`src/rtl/burst_ram_arbiter_pkg.sv`:
```
// Shared types and constants for the two-master BurstRAM arbiter.
// Imported by the arbiter top and its round-robin helper.
package burst_ram_arbiter_pkg;

    localparam int BEAT_W = 64;
    localparam int MASK_W = BEAT_W / 8;

    localparam logic CMD_READ  = 1'b0;
    localparam logic CMD_WRITE = 1'b1;

    typedef enum logic [1:0] {
        ST_IDLE    = 2'd0,
        ST_CMD     = 2'd1,
        ST_WR_DATA = 2'd2,
        ST_RD_WAIT = 2'd3
    } state_e;

endpackage

```
`src/rtl/burst_ram_arbiter_rr.sv`:
```
// Two-way round-robin pick with a registered last-grant pointer.
// On a tie the requester that did not win last time is chosen.
module rr_arbiter2 (
    input  logic       clk,
    input  logic       rst_n,
    input  logic [1:0] req_i,
    input  logic       advance_i,
    output logic       grant_o,
    output logic       valid_o
);

    logic last_q;
    logic last_d;

    always_comb begin
        valid_o = |req_i;
        unique case (req_i)
            2'b01:   grant_o = 1'b0;
            2'b10:   grant_o = 1'b1;
            2'b11:   grant_o = ~last_q;
            default: grant_o = 1'b0;
        endcase
        last_d = (advance_i && valid_o) ? grant_o : last_q;
    end

    always_ff @(posedge clk or negedge rst_n) begin
        if (!rst_n) begin
            last_q <= 1'b1;
        end else begin
            last_q <= last_d;
        end
    end

endmodule

```
`src/rtl/burst_ram_arbiter.sv`:
```
// Shares one BurstRAM command/data port between two masters, granting
// whole bursts round-robin once the RAM reports calibration complete.
module burst_ram_arbiter
    import burst_ram_arbiter_pkg::*;
#(
    parameter int DEPTH_BITWIDTH = 4,
    parameter int BURST_COUNT    = 4
) (
    input  logic                      clk,
    input  logic                      rst_n,
    input  logic                      rq0_cmd,
    input  logic                      rq0_cmd_en,
    input  logic [DEPTH_BITWIDTH-1:0] rq0_addr,
    input  logic [BEAT_W-1:0]         rq0_wr_data,
    input  logic [MASK_W-1:0]         rq0_data_mask,
    output logic                      rq0_ack,
    output logic                      rq0_wr_beat,
    output logic [BEAT_W-1:0]         rq0_rd_data,
    output logic                      rq0_rd_data_valid,
    input  logic                      rq1_cmd,
    input  logic                      rq1_cmd_en,
    input  logic [DEPTH_BITWIDTH-1:0] rq1_addr,
    input  logic [BEAT_W-1:0]         rq1_wr_data,
    input  logic [MASK_W-1:0]         rq1_data_mask,
    output logic                      rq1_ack,
    output logic                      rq1_wr_beat,
    output logic [BEAT_W-1:0]         rq1_rd_data,
    output logic                      rq1_rd_data_valid,
    output logic                      br_cmd,
    output logic                      br_cmd_en,
    output logic [DEPTH_BITWIDTH-1:0] br_addr,
    output logic [BEAT_W-1:0]         br_wr_data,
    output logic [MASK_W-1:0]         br_data_mask,
    input  logic [BEAT_W-1:0]         br_rd_data,
    input  logic                      br_rd_data_valid,
    input  logic                      br_init_calib,
    input  logic                      br_busy
);

    localparam int CNT_W = (BURST_COUNT > 1) ? $clog2(BURST_COUNT) : 1;
    localparam logic [CNT_W-1:0] LAST_RD = CNT_W'(BURST_COUNT - 1);
    localparam logic [CNT_W-1:0] LAST_WR = CNT_W'(BURST_COUNT - 2);

    state_e                    state_q, state_d;
    logic                      owner_q, owner_d;
    logic                      cmd_q, cmd_d;
    logic [DEPTH_BITWIDTH-1:0] addr_q, addr_d;
    logic [CNT_W-1:0]          cnt_q, cnt_d;

    logic grant;
    logic grant_vld;
    logic go;

    // RAM readiness is only checked when a new burst is about to start.
    assign go = (state_q == ST_IDLE) && br_init_calib && !br_busy && grant_vld;

    rr_arbiter2 u_rr (
        .clk       (clk),
        .rst_n     (rst_n),
        .req_i     ({rq1_cmd_en, rq0_cmd_en}),
        .advance_i (go),
        .grant_o   (grant),
        .valid_o   (grant_vld)
    );

    always_comb begin
        state_d = state_q;
        owner_d = owner_q;
        cmd_d   = cmd_q;
        addr_d  = addr_q;
        cnt_d   = cnt_q;
        unique case (state_q)
            ST_IDLE: begin
                if (go) begin
                    owner_d = grant;
                    cmd_d   = grant ? rq1_cmd : rq0_cmd;
                    addr_d  = grant ? rq1_addr : rq0_addr;
                    state_d = ST_CMD;
                end
            end
            ST_CMD: begin
                cnt_d   = '0;
                state_d = (cmd_q == CMD_WRITE) ? ST_WR_DATA : ST_RD_WAIT;
            end
            ST_WR_DATA: begin
                if (cnt_q == LAST_WR) begin
                    cnt_d   = '0;
                    state_d = ST_IDLE;
                end else begin
                    cnt_d = cnt_q + CNT_W'(1);
                end
            end
            ST_RD_WAIT: begin
                if (br_rd_data_valid) begin
                    if (cnt_q == LAST_RD) begin
                        cnt_d   = '0;
                        state_d = ST_IDLE;
                    end else begin
                        cnt_d = cnt_q + CNT_W'(1);
                    end
                end
            end
            default: state_d = ST_IDLE;
        endcase
    end

    always_ff @(posedge clk or negedge rst_n) begin
        if (!rst_n) begin
            state_q <= ST_IDLE;
            owner_q <= 1'b0;
            cmd_q   <= CMD_READ;
            addr_q  <= '0;
            cnt_q   <= '0;
        end else begin
            state_q <= state_d;
            owner_q <= owner_d;
            cmd_q   <= cmd_d;
            addr_q  <= addr_d;
            cnt_q   <= cnt_d;
        end
    end

    logic in_cmd;
    logic beat;
    logic rd_v;

    // Beat 0 of a write leaves together with the command.
    always_comb begin
        in_cmd = (state_q == ST_CMD);
        beat   = (in_cmd && cmd_q == CMD_WRITE) || (state_q == ST_WR_DATA);
        rd_v   = (state_q == ST_RD_WAIT) && br_rd_data_valid;

        br_cmd_en    = in_cmd;
        br_cmd       = in_cmd & cmd_q;
        br_addr      = in_cmd ? addr_q : '0;
        br_wr_data   = '0;
        br_data_mask = '0;
        if (beat) begin
            br_wr_data = owner_q ? rq1_wr_data : rq0_wr_data;
        end
        if (state_q != ST_IDLE) begin
            br_data_mask = owner_q ? rq1_data_mask : rq0_data_mask;
        end

        rq0_ack           = in_cmd & ~owner_q;
        rq1_ack           = in_cmd & owner_q;
        rq0_wr_beat       = beat & ~owner_q;
        rq1_wr_beat       = beat & owner_q;
        rq0_rd_data_valid = rd_v & ~owner_q;
        rq1_rd_data_valid = rd_v & owner_q;
    end

    assign rq0_rd_data = br_rd_data;
    assign rq1_rd_data = br_rd_data;

endmodule

```
`config.mk`:
```
export PLATFORM = sky130hd
export DESIGN_NAME = burst_ram_arbiter
export DESIGN_NICKNAME = d
export VERILOG_FILES = /design/src/rtl/burst_ram_arbiter_pkg.sv /design/src/rtl/burst_ram_arbiter_rr.sv /design/src/rtl/burst_ram_arbiter.sv
export SDC_FILE = /design/constraint.sdc
export NUM_CORES = 1
export LEC_CHECK = 0
export BUFFER_PORTS_ARGS = -buffer_cell sky130_fd_sc_hd__buf_2
export CAP_MARGIN = 20
export CORE_AREA = 2 2 171 173
export CTS_CLUSTER_DIAMETER = 30
export CTS_CLUSTER_SIZE = 8
export DETAILED_ROUTE_END_ITERATION = 12
export DIE_AREA = 0 0 173 175
export GPL_ROUTABILITY_DRIVEN = 0
export GPL_TIMING_DRIVEN = 0
export PLACE_DENSITY = 0.42
export SLEW_MARGIN = 20
export SYNTH_ARGS = -nofsm -noshare
export SYNTH_HDL_FRONTEND = slang
export SYNTH_HIERARCHICAL = 1
export SYNTH_SLANG_ARGS = --single-unit
```
`constraint.sdc`:
```
create_clock -name clk -period 2.84 [get_ports clk]
set_input_delay 0.568 -clock clk [delete_from_list [all_inputs] [get_ports clk]]
set_output_delay 0.568 -clock clk [all_outputs]
set_load 0.03 [all_outputs]
```
Yosys cells after proc, flatten, opt, wreduce, memory -nomap -nowiden
Index checks and enable logic that the tools add are counted.

Reductions and logical operators: 15. Equality and inequality tests: 11. Bitwise logic cells: 9. Div/mod/pow operators: 0. Multiplexer cells: 18. Add/subtract/negate cells: 1. Shift-type cells: 0. $lt $le $gt $ge: 0. Multipliers: 0.

Operator list (count): 64-bit 2-to-1 mux (2); 8-bit 2-to-1 mux (2); 2-bit 2-to-1 mux (7); 2-bit == test, second input constant (6); 4-bit 2-to-1 mux (2); 2-bit case mux with 4 select lines (1); 1-bit AND (7); 1-bit logical AND (6); 2-bit != test, second input constant (3); 2-bit case mux with 3 select lines (1); 2-bit AND reduction (2); 4-bit AND reduction (1); 3-bit nonzero test (1); 2-bit by 1-bit adder with 2-bit output, second input constant (1); 2-bit by 1-bit == test with 1-bit output, second input constant (1); 2-bit logical NOT (1); 1-bit 2-to-1 mux (2); 2-bit by 1-bit != test with 1-bit output, second input constant (1); 1-bit NOT (2); 1-bit case mux with 2 select lines (1); 2-bit nonzero test (1); 2-bit OR reduction (1); 1-bit logical NOT (1); 1-bit logical OR (1).

Memories: 0. Memory bits (writable): 0. Bits in read-only memories: 0. Output and inout port bits: 212. Register bits: 11. Latch bits: 0.

Longest topological paths before layout
Depth after elaboration: 6. Depth in mapped cells: 7. Gate-level depth less buffers: 5.

By module
The synthesis kept the hierarchy.

Modules (own cells, without submodules): burst_ram_arbiter (area an instance 2713.9 um^2, cells an instance 352, instances 1); rr_arbiter2 (area an instance 51.3 um^2, cells an instance 5, instances 1).

Worst setup path after synthesis
No wires, ideal clock.

Path kind: register -> output. From: register state_q[0]. To: output br_wr_data[25]. Path buffers: 4. Data arrival time: 1.601 ns. Cell stages (with the launch flop): 8. Path slack: 0.671 ns. Cell sequence: dfrtp_1 buf_2 nor2b_1 buf_2 a21boi_2 buf_6 buf_6 nor2_1.

Word-level cells in the longest chain between the ends: 4. Elaborated cells between the ends (all ways): 5.

Ends and longest elaborated chain: from (decl) (RTL line burst_ram_arbiter.sv:44) `state_e state_q, state_d;`; from (signal assigned) (RTL line burst_ram_arbiter.sv:115) `state_q <= state_d;`; 2-bit by 1-bit == test with 1-bit output (RTL line burst_ram_arbiter.sv:129) `in_cmd = (state_q == ST_CMD);`; via br_cmd_en (RTL line burst_ram_arbiter.sv:30) `output logic br_cmd_en,`; 1-bit logical AND (RTL line burst_ram_arbiter.sv:130) `beat = (in_cmd && cmd_q == CMD_WRITE) || (state_q == ST_WR_DATA);`; 1-bit logical OR (RTL line burst_ram_arbiter.sv:130); 64-bit 2-to-1 mux (RTL line burst_ram_arbiter.sv:138) `if (beat) begin`; to (decl) (RTL line burst_ram_arbiter.sv:32) `output logic [BEAT_W-1:0] br_wr_data,`.

The timed path passes the listed nets, and every way through them passes these cells.

Final worst setup path
From: register state_q[0]. To: output br_wr_data[55].

Word-level cells in the longest chain between the ends: 4. Elaborated cells between the ends (all ways): 5.

Ends and longest elaborated chain (RTL line): 2-bit by 1-bit == test with 1-bit output (burst_ram_arbiter.sv:129); 1-bit logical AND (burst_ram_arbiter.sv:130); 1-bit logical OR * (burst_ram_arbiter.sv:130); 64-bit 2-to-1 mux * (burst_ram_arbiter.sv:138).

Mark *: on every way between the ends. The rest lies on a longest branch, timed or not.

==> metrics.csv <==
stage,metric,value,unit
synthesis,Cell variety after synth,26,
synthesis,synthesized area per cell,7.75,sq um
power,Pwr per Cell Area,824,nW/um^2
setup_path,Critical Path RT,2270,ps
timing,"Period Utilization, post-route",90.8,%
synthesis,Mapped Cells,357,
die,vertical extent of the die,175,microns
timing,hold violation count in the final report,0,
timing,setup violators final,0,
detailed_routing,via-per-instance ratio,3.15,
clocking,clk_lat worst skew,240,ps
finish,number of nets in the layout,963,
synthesis,number of warnings issued by yosys,6,
detailed_routing,routed wire length per instance,13.2,microns
die,area enclosed by the die boundary,30300,sq um
synthesis,"EDFF count, synth",0,
die,core area,28400,sq um
finish,layout overhead on the synthesized area,87.8,%
global_route,first-pass GRT wire length,20500,microns
clocking,"Setup Fix Bufs, Post-CTS",0,
finish,share of post-route cells with drive strength above 1,73.1,%
placement,HPWL after detailed placement,13300,microns
clocking,number of cells upsized or downsized after cts,0,
finish,most common library cell in the layout ignoring fill and taps,buf_2,
detailed_routing,number of nets with antenna violations after routing,0,
synthesis,netlist area before placement,2770,sq um
placement,"number of placed instances, taps included",1113,
detailed_routing,post-detailed-routing wire length,14800,microns
global_route,largest net degree at the start of global routing,12,
timing,final sum of negative setup slack,0,ps
clocking,clock tree from TritonCTS,yes,
timing,unrepaired setup endpoints after global routing,no,
detailed_routing,detailed-route DRC error count,0,
clocking,Max clock buf depth,2,
finish,area of the multi-input gates,1380,sq um
run,# Max-Cap Violations,0,
synthesis,dominant cell type by area after synthesis,buf_4,
clocking,Worst-path clk slew,50,ps
timing,max-slew violations,0,
timing,measured slew at the worst slew-check pin,908,ps
synthesis,biggest area contributors in the synthesized netlist,"buf_4, mux2i_1, nor2_1",
synthesis,async set-or-reset flop fraction in the synthesized netlist,100,%
global_route,vias in the first global route,3321,
detailed_routing,detailed-router iteration count before antenna repair,4,
detailed_routing,count of vias placed by the detailed router,3524,
placement,count of input and output buffers,372,
synthesis,area fraction of the dominant cell type after synthesis,35.0,%
timing,largest clock skew in the final design,4.73,ps
setup_path,type of element launching the critical path,register,
setup_path,CP max FO,10,
power,Static Leakage,3.10,nW
finish,combined flip-flop and latch cell area,277,sq um
status,run status,"finished, final reports clean",
synthesis,ys flop type,dfrtp_1,
synthesis,count of state elements after synthesis,11,
global_route,grt ovf,0,
die,I/O pin count,437,
global_route,number of antenna violations at the first check in global routing,2,
finish,filler cell count,3299,
timing,final critical delay including setup and external delays,2580,ps
clocking,clock buffers created by TritonCTS,3,
setup_path,Crit. End Element,output pin,
die,row count,62,
clocking,CTS Hold Buffers Added,0,
timing,highest clock frequency the design can meet,388,MHz
synthesis,"Net Count, Synth",586,
clocking,clk sink count,11,
synthesis,sequential area share after synthesis,10.0,%
power,Max IR drop VDD,552,uV
setup_path,arrival time at the worst endpoint,2010,ps
finish,"commonest non-fill, non-tap cells in the layout","buf_2, buf_4, nor2_1, mux2i_1, mux2_2",
hold_path,classification of the worst-slack hold path,in2async,
timing,max_slew headroom,39.5,%
die,starting density of the core,9.74,%
setup_path,Crit Path Class,reg2out,
die,Die W,173,microns
clocking,library cell used as clock root buffer,clkbuf_16,
clocking,level count of the clock H-tree,1,
finish,final cell count without fillers,1119,
detailed_routing,number of violations reported at the end of detailed-routing iteration 0,82,
global_route,GRT Resource Usage Total,8.77,%
[routing by layer]
layer  vias up  routed length (microns)  GRT usage, %
met5         -                        0             0
met4         0                        0         0.318
met3         0                     1390          2.22
met2       202                     7460          15.7
met1      1538                     5940          11.1
li1       1784                        -             -
[cell usage after synthesis (4+ instances only)]
master     n
dfrtp_1   10
nor2_1    77
mux2_2    11
buf_6      5
ha_1       4
buf_2     11
mux2i_1   73
buf_4    129
o21ai_0    4
and2_1     7
inv_1      4
[worst max-delay path: stages (launching register included)]
cell      delay (ps)
dfrtp_1          350
buf_2            160
nor2b_1          130
buf_2            190
a21boi_2         250
buf_6            240
buf_6            180
nor2_1            80
buf_2            180
[final timing paths]
| path | slack (ps) | depth (start not counted) | to | from |
|---|---|---|---|---|
| setup / recovery | 260 | 8 | br_wr_data[55] | state_q[0] |
| hold / removal | 200 | 1 | cmd_q | rst_n |
| setup reg to reg | 1200 | 4 | cnt_q[1] | state_q[0] |
| hold reg to reg | 500 | 1 | addr_q[3] | addr_q[3] |
| max in group asynchronous | 2370 | 1 | u_rr/last_q | rst_n |
| min in group clk | 500 | 1 | addr_q[3] | addr_q[3] |
[logic make-up (layout without fill, tap and decap cells)]
logic type | after synthesis | in the layout | share of synthesized area, %
adder cells (fa/ha/maj) | 4 | 4 | 1.81
AND/OR/NAND/NOR | 94 | 94 | 14.5
AO/OA/AOI/OAI | 12 | 12 | 2.76
other | 0 | 2 | 0
buffers and inverters | 152 | 528 | 40.0
flip-flops | 11 | 11 | 10.0
multiplexers | 84 | 84 | 30.9
[where the power goes]
part	switching [W]	internal [W]	total [W]
combinational	0.00246	0.00126	0.00372
clock	0.0000702	0.000186	0.000257
sequential	0.0000633	0.000239	0.000302
total	0.00259	0.00168	0.00428
[cell type report]
class                           instances  area share, %
Antenna cell                            2         0.0964
Buffer                                148           21.0
Clock buffer                            3           1.45
Clock inverter                          1         0.0964
Inverter                                4          0.289
Multi-Input combinational cell        194           26.6
Sequential cell                        11           5.33
Tap cell                              384           9.25
Timing Repair Buffer                  372           35.9
[stage by stage]
step | util (%) | hold WS [ps] | worst slack [ps] | power (W) | area [sq um]
CTS | 18.3 | 218 | 152 | 0.00437 | 5190
detailed placement | 18.0 | 471 | 414 | 0.00410 | 5110
finish | 18.3 | 202 | 262 | 0.00428 | 5190
floorplan | - | 272 | 671 | 0.00295 | 2770
global placement | 18.0 | 469 | 431 | 0.00410 | 5110
global route | 18.3 | 223 | 73.0 | 0.00459 | 5190
[flip-flops by register name (all words and copies together), names as in the netlist]
register     flops
addr_q           4
cmd_q            1
cnt_q            2
owner_q          1
state_q          2
u_rr/last_q      1
No activity file was read; power rests on OpenSTA's default activity.
